## config.mk

```make
export PLATFORM = sky130hd
export DESIGN_NAME = pla_sweep_misr
export DESIGN_NICKNAME = d
export VERILOG_FILES = /design/src/rtl/pla_bist_pkg.sv /design/src/rtl/pla_misr.sv /design/src/rtl/pla_sweep_misr.sv
export SDC_FILE = /design/constraint.sdc
export NUM_CORES = 1
export LEC_CHECK = 0
export ABC_AREA = 1
export CORE_MARGIN = 5
export CORE_UTILIZATION = 40
export CTS_CLUSTER_DIAMETER = 200
export CTS_CLUSTER_SIZE = 30
export DETAILED_ROUTE_END_ITERATION = 7
export GPL_TIMING_DRIVEN = 0
export HOLD_SLACK_MARGIN = 0.1
export MAX_ROUTING_LAYER = met4
export PLACE_DENSITY = 0.73
export REMOVE_ABC_BUFFERS = 1
export SLEW_MARGIN = 20
export SYNTH_ARGS = -nofsm -noshare
export SYNTH_HDL_FRONTEND = slang
export SYNTH_SLANG_ARGS = --single-unit
```

## constraint.sdc

```tcl
create_clock -name clk -period 2 [get_ports clk]
set_clock_uncertainty 0.05 [all_clocks]
set_input_delay 0.4 -clock clk [delete_from_list [all_inputs] [get_ports clk]]
set_output_delay 0.4 -clock clk [all_outputs]
set_load 0.05 [all_outputs]
```

## src/rtl/pla_bist_pkg.sv

```systemverilog
// Shared definitions for the PLA sweep/MISR BIST wrapper: MISR constants,
// sweep state type and a one-step MISR helper usable outside the RTL.
package pla_bist_pkg;

    localparam logic [23:0] MISR_POLY_24 = 24'h80_0057;
    localparam logic [23:0] MISR_SEED    = 24'h00_0000;

    typedef enum logic [1:0] {
        IDLE  = 2'd0,
        SWEEP = 2'd1,
        DRAIN = 2'd2,
        DONE  = 2'd3
    } pla_state_e;

    // One MISR step: shift left, fold in the polynomial when the MSB falls out.
    function automatic logic [23:0] misr_next(input logic [23:0] sig,
                                              input logic [23:0] z,
                                              input logic [23:0] poly = MISR_POLY_24);
        return {sig[22:0], 1'b0} ^ (sig[23] ? poly : 24'h0) ^ z;
    endfunction

endpackage

```

## src/rtl/pla_misr.sv

```systemverilog
// Multiple-input signature register: load restores the seed, en folds one
// response word into the running signature.
module pla_misr #(
    parameter int           W    = 24,
    parameter logic [W-1:0] POLY = '0,
    parameter logic [W-1:0] SEED = '0
) (
    input  logic         clk,
    input  logic         rst,
    input  logic         load,
    input  logic         en,
    input  logic [W-1:0] din,
    output logic [W-1:0] sig
);

    always_ff @(posedge clk) begin
        if (rst || load) begin
            sig <= SEED;
        end else if (en) begin
            sig <= {sig[W-2:0], 1'b0} ^ (sig[W-1] ? POLY : '0) ^ din;
        end
    end

endmodule

```

## src/rtl/pla_sweep_misr.sv

```systemverilog
// Exhaustive PLA sweep engine: drives every input vector, compresses the
// responses into a MISR and compares the result with a golden signature.
module pla_sweep_misr #(
    parameter int               IN_W      = 7,
    parameter int               OUT_W     = 24,
    parameter int               DUT_LAT   = 0,
    parameter logic [OUT_W-1:0] MISR_POLY = pla_bist_pkg::MISR_POLY_24,
    parameter logic [OUT_W-1:0] MISR_SEED = pla_bist_pkg::MISR_SEED
) (
    input  logic             clk,
    input  logic             rst,
    input  logic             start,
    input  logic             abort,
    output logic [IN_W-1:0]  x_out,
    input  logic [OUT_W-1:0] z_in,
    input  logic [OUT_W-1:0] expected_sig,
    output logic             busy,
    output logic             done,
    output logic [OUT_W-1:0] signature,
    output logic             sig_valid,
    output logic             pass
);

    import pla_bist_pkg::*;

    localparam logic [IN_W-1:0] LAST_VEC = '1;

    pla_state_e      state;
    logic [IN_W-1:0] cnt;
    logic [1:0]      dcnt;
    logic            running;
    logic            kill;
    logic            cap_en;

    assign running = (state == SWEEP) || (state == DRAIN);
    assign kill    = abort && running;
    assign busy    = running;
    assign done    = (state == DONE);
    assign x_out   = running ? cnt : '0;

    always_ff @(posedge clk) begin
        if (rst) begin
            state     <= IDLE;
            cnt       <= '0;
            dcnt      <= '0;
            sig_valid <= 1'b0;
            pass      <= 1'b0;
        end else if (kill) begin
            state <= IDLE;
            cnt   <= '0;
            dcnt  <= '0;
        end else begin
            case (state)
                IDLE: begin
                    if (start) begin
                        state     <= SWEEP;
                        cnt       <= '0;
                        sig_valid <= 1'b0;
                        pass      <= 1'b0;
                    end
                end
                SWEEP: begin
                    if (cnt == LAST_VEC) begin
                        dcnt  <= '0;
                        state <= (DUT_LAT > 0) ? DRAIN : DONE;
                    end else begin
                        cnt <= cnt + 1'b1;
                    end
                end
                DRAIN: begin
                    if (dcnt == 2'(DUT_LAT - 1)) begin
                        state <= DONE;
                    end else begin
                        dcnt <= dcnt + 1'b1;
                    end
                end
                DONE: begin
                    state     <= IDLE;
                    cnt       <= '0;
                    sig_valid <= 1'b1;
                    pass      <= (signature == expected_sig);
                end
                default: state <= IDLE;
            endcase
        end
    end

    // The valid pipe mirrors the PLA latency so each vector is captured exactly once.
    generate
        if (DUT_LAT == 0) begin : g_comb
            assign cap_en = (state == SWEEP);
        end else begin : g_pipe
            logic [DUT_LAT-1:0] vpipe;
            always_ff @(posedge clk) begin
                if (rst || kill) begin
                    vpipe <= '0;
                end else begin
                    vpipe[0] <= (state == SWEEP);
                    for (int i = 1; i < DUT_LAT; i++) begin
                        vpipe[i] <= vpipe[i-1];
                    end
                end
            end
            assign cap_en = vpipe[DUT_LAT-1];
        end
    endgenerate

    pla_misr #(
        .W    (OUT_W),
        .POLY (MISR_POLY),
        .SEED (MISR_SEED)
    ) u_misr (
        .clk  (clk),
        .rst  (rst),
        .load (state == IDLE && start),
        .en   (cap_en && !kill),
        .din  (z_in),
        .sig  (signature)
    );

endmodule

```

Word-level counts from Yosys, hierarchy flattened

Cells that the tools add are included.

Output and inout bits: 35
Bits in registers: 37

Equality and inequality tests: 11
Reduce and logical (&&, ||, !) cells: 15
Multiplexer cells: 15
Add/sub/neg operators: 2
Bitwise logic cells: 3

Operator list:

| cell                  | count |
|---|---|
| $xor A24 B24 Y24      | 2 |
| $eq A24 B24 Y1        | 1 |
| $mux W24              | 1 |
| $mux W7               | 3 |
| $pmux W7 S3           | 1 |
| $reduce_and A3 Y1     | 4 |
| $mux W2               | 5 |
| $pmux W2 S4           | 1 |
| $add A7 B1 Y7 const B | 1 |
| $eq A7 B7 Y1 const B  | 1 |
| $eq A2 B2 Y1 const B  | 3 |
| $ne A2 B2 Y1 const B  | 3 |
| $ne A2 B1 Y1 const B  | 2 |
| $pmux W1 S2           | 2 |
| $pmux W2 S2           | 1 |
| $reduce_bool A2 Y1    | 2 |
| $logic_and A1 B1 Y1   | 3 |
| $reduce_bool A3 Y1    | 1 |
| $add A2 B1 Y2 const B | 1 |
| $eq A2 B1 Y1 const B  | 1 |
| $logic_not A2 Y1      | 1 |
| $logic_or A1 B1 Y1    | 2 |
| $reduce_or A2 Y1      | 1 |
| $logic_not A1 Y1      | 1 |
| other kinds (2)       | 2 |

Depth between registers and ports, before layout

Depth after elaboration: 5
Gate-level depth with buffers: 12

Modules after synthesis

Synthesis repeated with hierarchy kept, for this count alone.

Cell total of the unflattened synthesis: 409
Area, all modules: 2552.4 um^2

Modules (own cells, without submodules):

| module         | area an instance (um^2) | seq. area each (um^2) | instances | cells an instance |
|---|---|---|---|---|
| pla_sweep_misr | 1292.5                  | 260.2                 | 1         | 227 |
| pla_misr       | 1260.0                  | 480.5                 | 1         | 182 |

Least setup slack after synthesis

OpenSTA, ideal clock, no wires.

Kind: flip-flop to output port
Start point: reg state[0]
End point: out x_out[6]
Slack: -0.098 ns
Cell stages (with the launch flop): 6
Arrival: 1.648 ns
Cell sequence: dfxtp_1 inv_1 ha_1 buf_2 nand2_1 inv_1

Cells in the longest elaborated chain, start to end: 3
Elaborated cells between the ends (all ways): 4
Classes of those cells: 2 x eq/ne; 1 x mux; 1 x reduce/logical

Ends and longest elaborated chain:

| what                                         | line                 | source |
|---|---|---|
| from (decl)                                  | pla_sweep_misr.sv:28 | `pla_state_e state;` |
| from (signal assigned)                       | pla_sweep_misr.sv:65 | `state <= (DUT_LAT > 0) ? DRAIN : DONE;` |
| $eq A2 B1 Y1 or $eq A2 B2 Y1 (tied branches) | pla_sweep_misr.sv:35 | `assign running = (state == SWEEP) \|\| (state == DRAIN);` |
| $logic_or A1 B1 Y1 *                         | pla_sweep_misr.sv:35 |  |
| via busy                                     | pla_sweep_misr.sv:17 | `output logic busy,` |
| $mux W7 *                                    | pla_sweep_misr.sv:39 | `assign x_out = running ? cnt : '0;` |
| to (decl)                                    | pla_sweep_misr.sv:14 | `output logic [IN_W-1:0] x_out,` |

Mark *: on every way through the listed nets, which the timed path passes. The rest lies on a longest branch.

Worst setup path after layout

Start point: reg u_misr.sig[23]
End point: out signature[23]

RTL lines:

| what                   | line                 | source |
|---|---|---|
| from (decl)            | pla_misr.sv:13       | `output logic [W-1:0] sig` |
| from (signal assigned) | pla_misr.sv:20       | `sig <= {sig[W-2:0], 1'b0} ^ (sig[W-1] ? POLY : '0) ^ din;` |
| to (decl)              | pla_sweep_misr.sv:19 | `output logic [OUT_W-1:0] signature,` |

No word-level cell between the ends.

==> flow_metrics.env <==
export IMPL_status="finished, final reports clean"
export IMPL_hold_path_class="flip-flop to flip-flop"
export IMPL_coreArea_um2=5610
export IMPL_fillers=538
export IMPL_nets=473
export IMPL_grt_pass1_wl_mm=10.2
export IMPL_drive_above_1_share_pct=9.16
export IMPL_fin_util_pct=59.7
export IMPL_hold_viol=0
export IMPL_finalWeightedCongestion=0.820
export IMPL_flow_area_growth_from_synthesis_pct=42.7
export IMPL_p_leak_nw=1.54
export IMPL_slowest_delay_ps=590
export IMPL_fmax_mhz=529
export IMPL_start_util_pct=41.8
export IMPL_path_cells="dlygate4sd2_1"
export IMPL_postRouteAntennaNets=0
export IMPL_hold_path_depth=2
export IMPL_total_power_mw=3.61
export IMPL_routed_wl_mm=6.09
export IMPL_dieHeight_um=86.6
export IMPL_cap_violations=0
export IMPL_portBuffers=86
export IMPL_vias_per_cell=4.54
export IMPL_power_density_nw_per_um2=1080
export IMPL_min_to="sig_valid$_SDFFE_PP0P_"
export IMPL_slew_viol_final=0
export IMPL_ios=87
export IMPL_post_place_ws_ps=-413
export IMPL_period_share_pct=94.5
export IMPL_setup_tns_ps=0
export IMPL_drt_iter0_markers=59
export IMPL_syn_inst=328
export IMPL_overflow=0
export IMPL_worstPathMaxFanout=8
export IMPL_r2r_end="u_misr.sig[23]$_SDFFE_PP0P_"
export IMPL_rsz0062_at_grt="no"
export IMPL_antenna_found_initial=0
export IMPL_cp_end_kind="output port"
export IMPL_cts_made_buffers=5
export IMPL_ys_types=29
export IMPL_grt_start_max_net_pins=25
export IMPL_place_inst=478
export IMPL_rr_startpoint="state[1]$_SDFFE_PP0P_"
export IMPL_path_buf_inv=1
export IMPL_path_class="flip-flop to output port"
export IMPL_die_area_um2=7490
export IMPL_crit_arrival_ps=1440
export IMPL_clkTransAtPathRegs_ps=70
export IMPL_drt_pass1_iterations=4
export IMPL_h_tree_depth=2
export IMPL_clkSinkCount=37
export IMPL_grt_pass1_vias=2223
export IMPL_slew_headroom_pct=54.9
export IMPL_die_w_um=86.6
export IMPL_vdd_drop_max_uv=752
export IMPL_antenna_cells=0
export IMPL_hpwl_mm=4.62
export IMPL_post_route_drc_count=0
export IMPL_mostFrequentLayoutCells="67 x nand2_1, 53 x clkdlybuf4s50_1, 52 x inv_1, 47 x nor2_1, 38 x xnor2_1"
export IMPL_hp_start="sig_valid$_SDFFE_PP0P_"
export IMPL_wl_per_cell_um=12.5
export IMPL_rows=27
export IMPL_syn_cell_area_um2=2340
export IMPL_cp_top_family="buffers and inverters"
export IMPL_ys_seq_area_share_pct=31.6
export IMPL_max_slew_worst_pin_slew_ps=674
export IMPL_r2r_setup_slack_ps=130
export IMPL_final_common_cell="nand2_1"
export IMPL_worst_r2r_cell_count=8
export IMPL_required_ps=1550
export IMPL_cts_path_max_buffers=2
export IMPL_ys_warn_count=0
export IMPL_start_kind="flip-flop"
export IMPL_cts_tree="done"
export IMPL_startpoint="u_misr.sig[23]$_SDFFE_PP0P_"
export IMPL_final_cells=487
export IMPL_grt_usage_pct=17.6
export IMPL_setup_viol=0
export IMPL_clk_latency_ps=290
export IMPL_synth_area_per_cell_um2=7.15
export IMPL_via_count=2212
export IMPL_period_minus_slack_ps=1890
export IMPL_clock_root_buffer="clkbuf_8"
export IMPL_critical_path_slowest_cell="dlygate4sd2_1"
export IMPL_yosys_register_bits=37
export IMPL_fin_ws_ps=111
worst register-to-register path, stage by stage, from the launching register on:
cell	delay, ps
dfxtp_2	350
inv_1	110
ha_1	260
inv_2	150
nor2_8	340
o21ai_1	130
a21o_1	180
a21oi_1	120
o21a_1	130
cell type report:
cell class / instances / area [um2] / area share (%)
clock buffer: 7 / 96.3 / 2.88
inverter: 54 / 204 / 6.10
timing repair buffer: 86 / 818 / 24.5
tap: 72 / 90.1 / 2.69
clock inverter: 1 / 5.00 / 0.150
sequential: 37 / 743 / 22.2
multi-input combinational: 230 / 1390 / 41.5
registers in the layout, indices dropped and copies added, names as in the netlist:
name        flops
cnt             7
dcnt            2
pass            1
sig_valid       1
state           2
u_misr.sig     24
logic make-up (layout without fill, tap and decap cells):
kind of cell	after synthesis	in the layout	synth area share [%]
DFF	37	37	31.6
AOI/OAI and AO/OA	47	47	13.8
buffers and inverters	62	148	10.5
and+or+nand+nor	133	134	24.7
xor gates and xnor gates	42	42	15.7
adders and majority gates	7	7	3.74
synthesized netlist by cell type, drive strengths merged:
| library cell | count | area, um2 |
|---|---|---|
| o21bai | 1 | 11.3 |
| nand3 | 5 | 25.0 |
| o21a | 1 | 7.51 |
| nand4 | 2 | 12.5 |
| nor3 | 1 | 5.00 |
| a211oi | 19 | 143 |
| nor2 | 51 | 225 |
| xor2 | 4 | 35.0 |
| dfxtp | 37 | 741 |
| ha | 7 | 87.6 |
| a21o | 1 | 7.51 |
| inv | 53 | 199 |
| o21ai | 12 | 71.3 |
| a21oi | 13 | 83.8 |
| clkinv | 1 | 5.00 |
| buf | 8 | 42.5 |
| xnor2 | 38 | 333 |
| nand2 | 74 | 310 |
layer usage:
layer,vias up,wire length [um],track usage [%]
li1,1181,-,-
met1,979,2660,20.4
met2,43,3040,30.3
met3,9,281,3.80
met4,0,113,5.81
met5,-,0,-
repair_timing:
item | 4_1_cts | 5_1_grt
endpoints found under the hold margin | 0 | 0
resized for setup | 67 | 9
cloned | 1 | 0
setup endpoints to repair | 36 | 11
buffers inserted | 0 | 0
hold buffers | 0 | 0
pin swaps | 1 | 0
through the flow:
stage	hold WS, ps	instance area, um2
floorplan	395	2300
global placement	401	3250
detailed placement	408	3250
CTS	420	3320
global route	447	3350
finish	421	3350
worst max-delay path by stage:
stage | to | slack (ps) | depth (start not counted)
6_report | signature[23] | 110 | 1
5_1_grt | x_out[1] | 20 | 5
4_1_cts | u_misr.sig[1]$_SDFFE_PP0P_ | 2 | 7
3_5_place_dp | x_out[0] | -410 | 5
3_3_place_gp | x_out[0] | -390 | 5
2_1_floorplan | x_out[6] | -30 | 4
where the power goes:
group          leakage, nW  internal (mW)  switching, mW
combinational         1.19          0.705           1.29
clock               0.0542          0.312          0.270
sequential           0.301          0.869          0.163
Note: power is estimated with default switching activity, not from simulation.
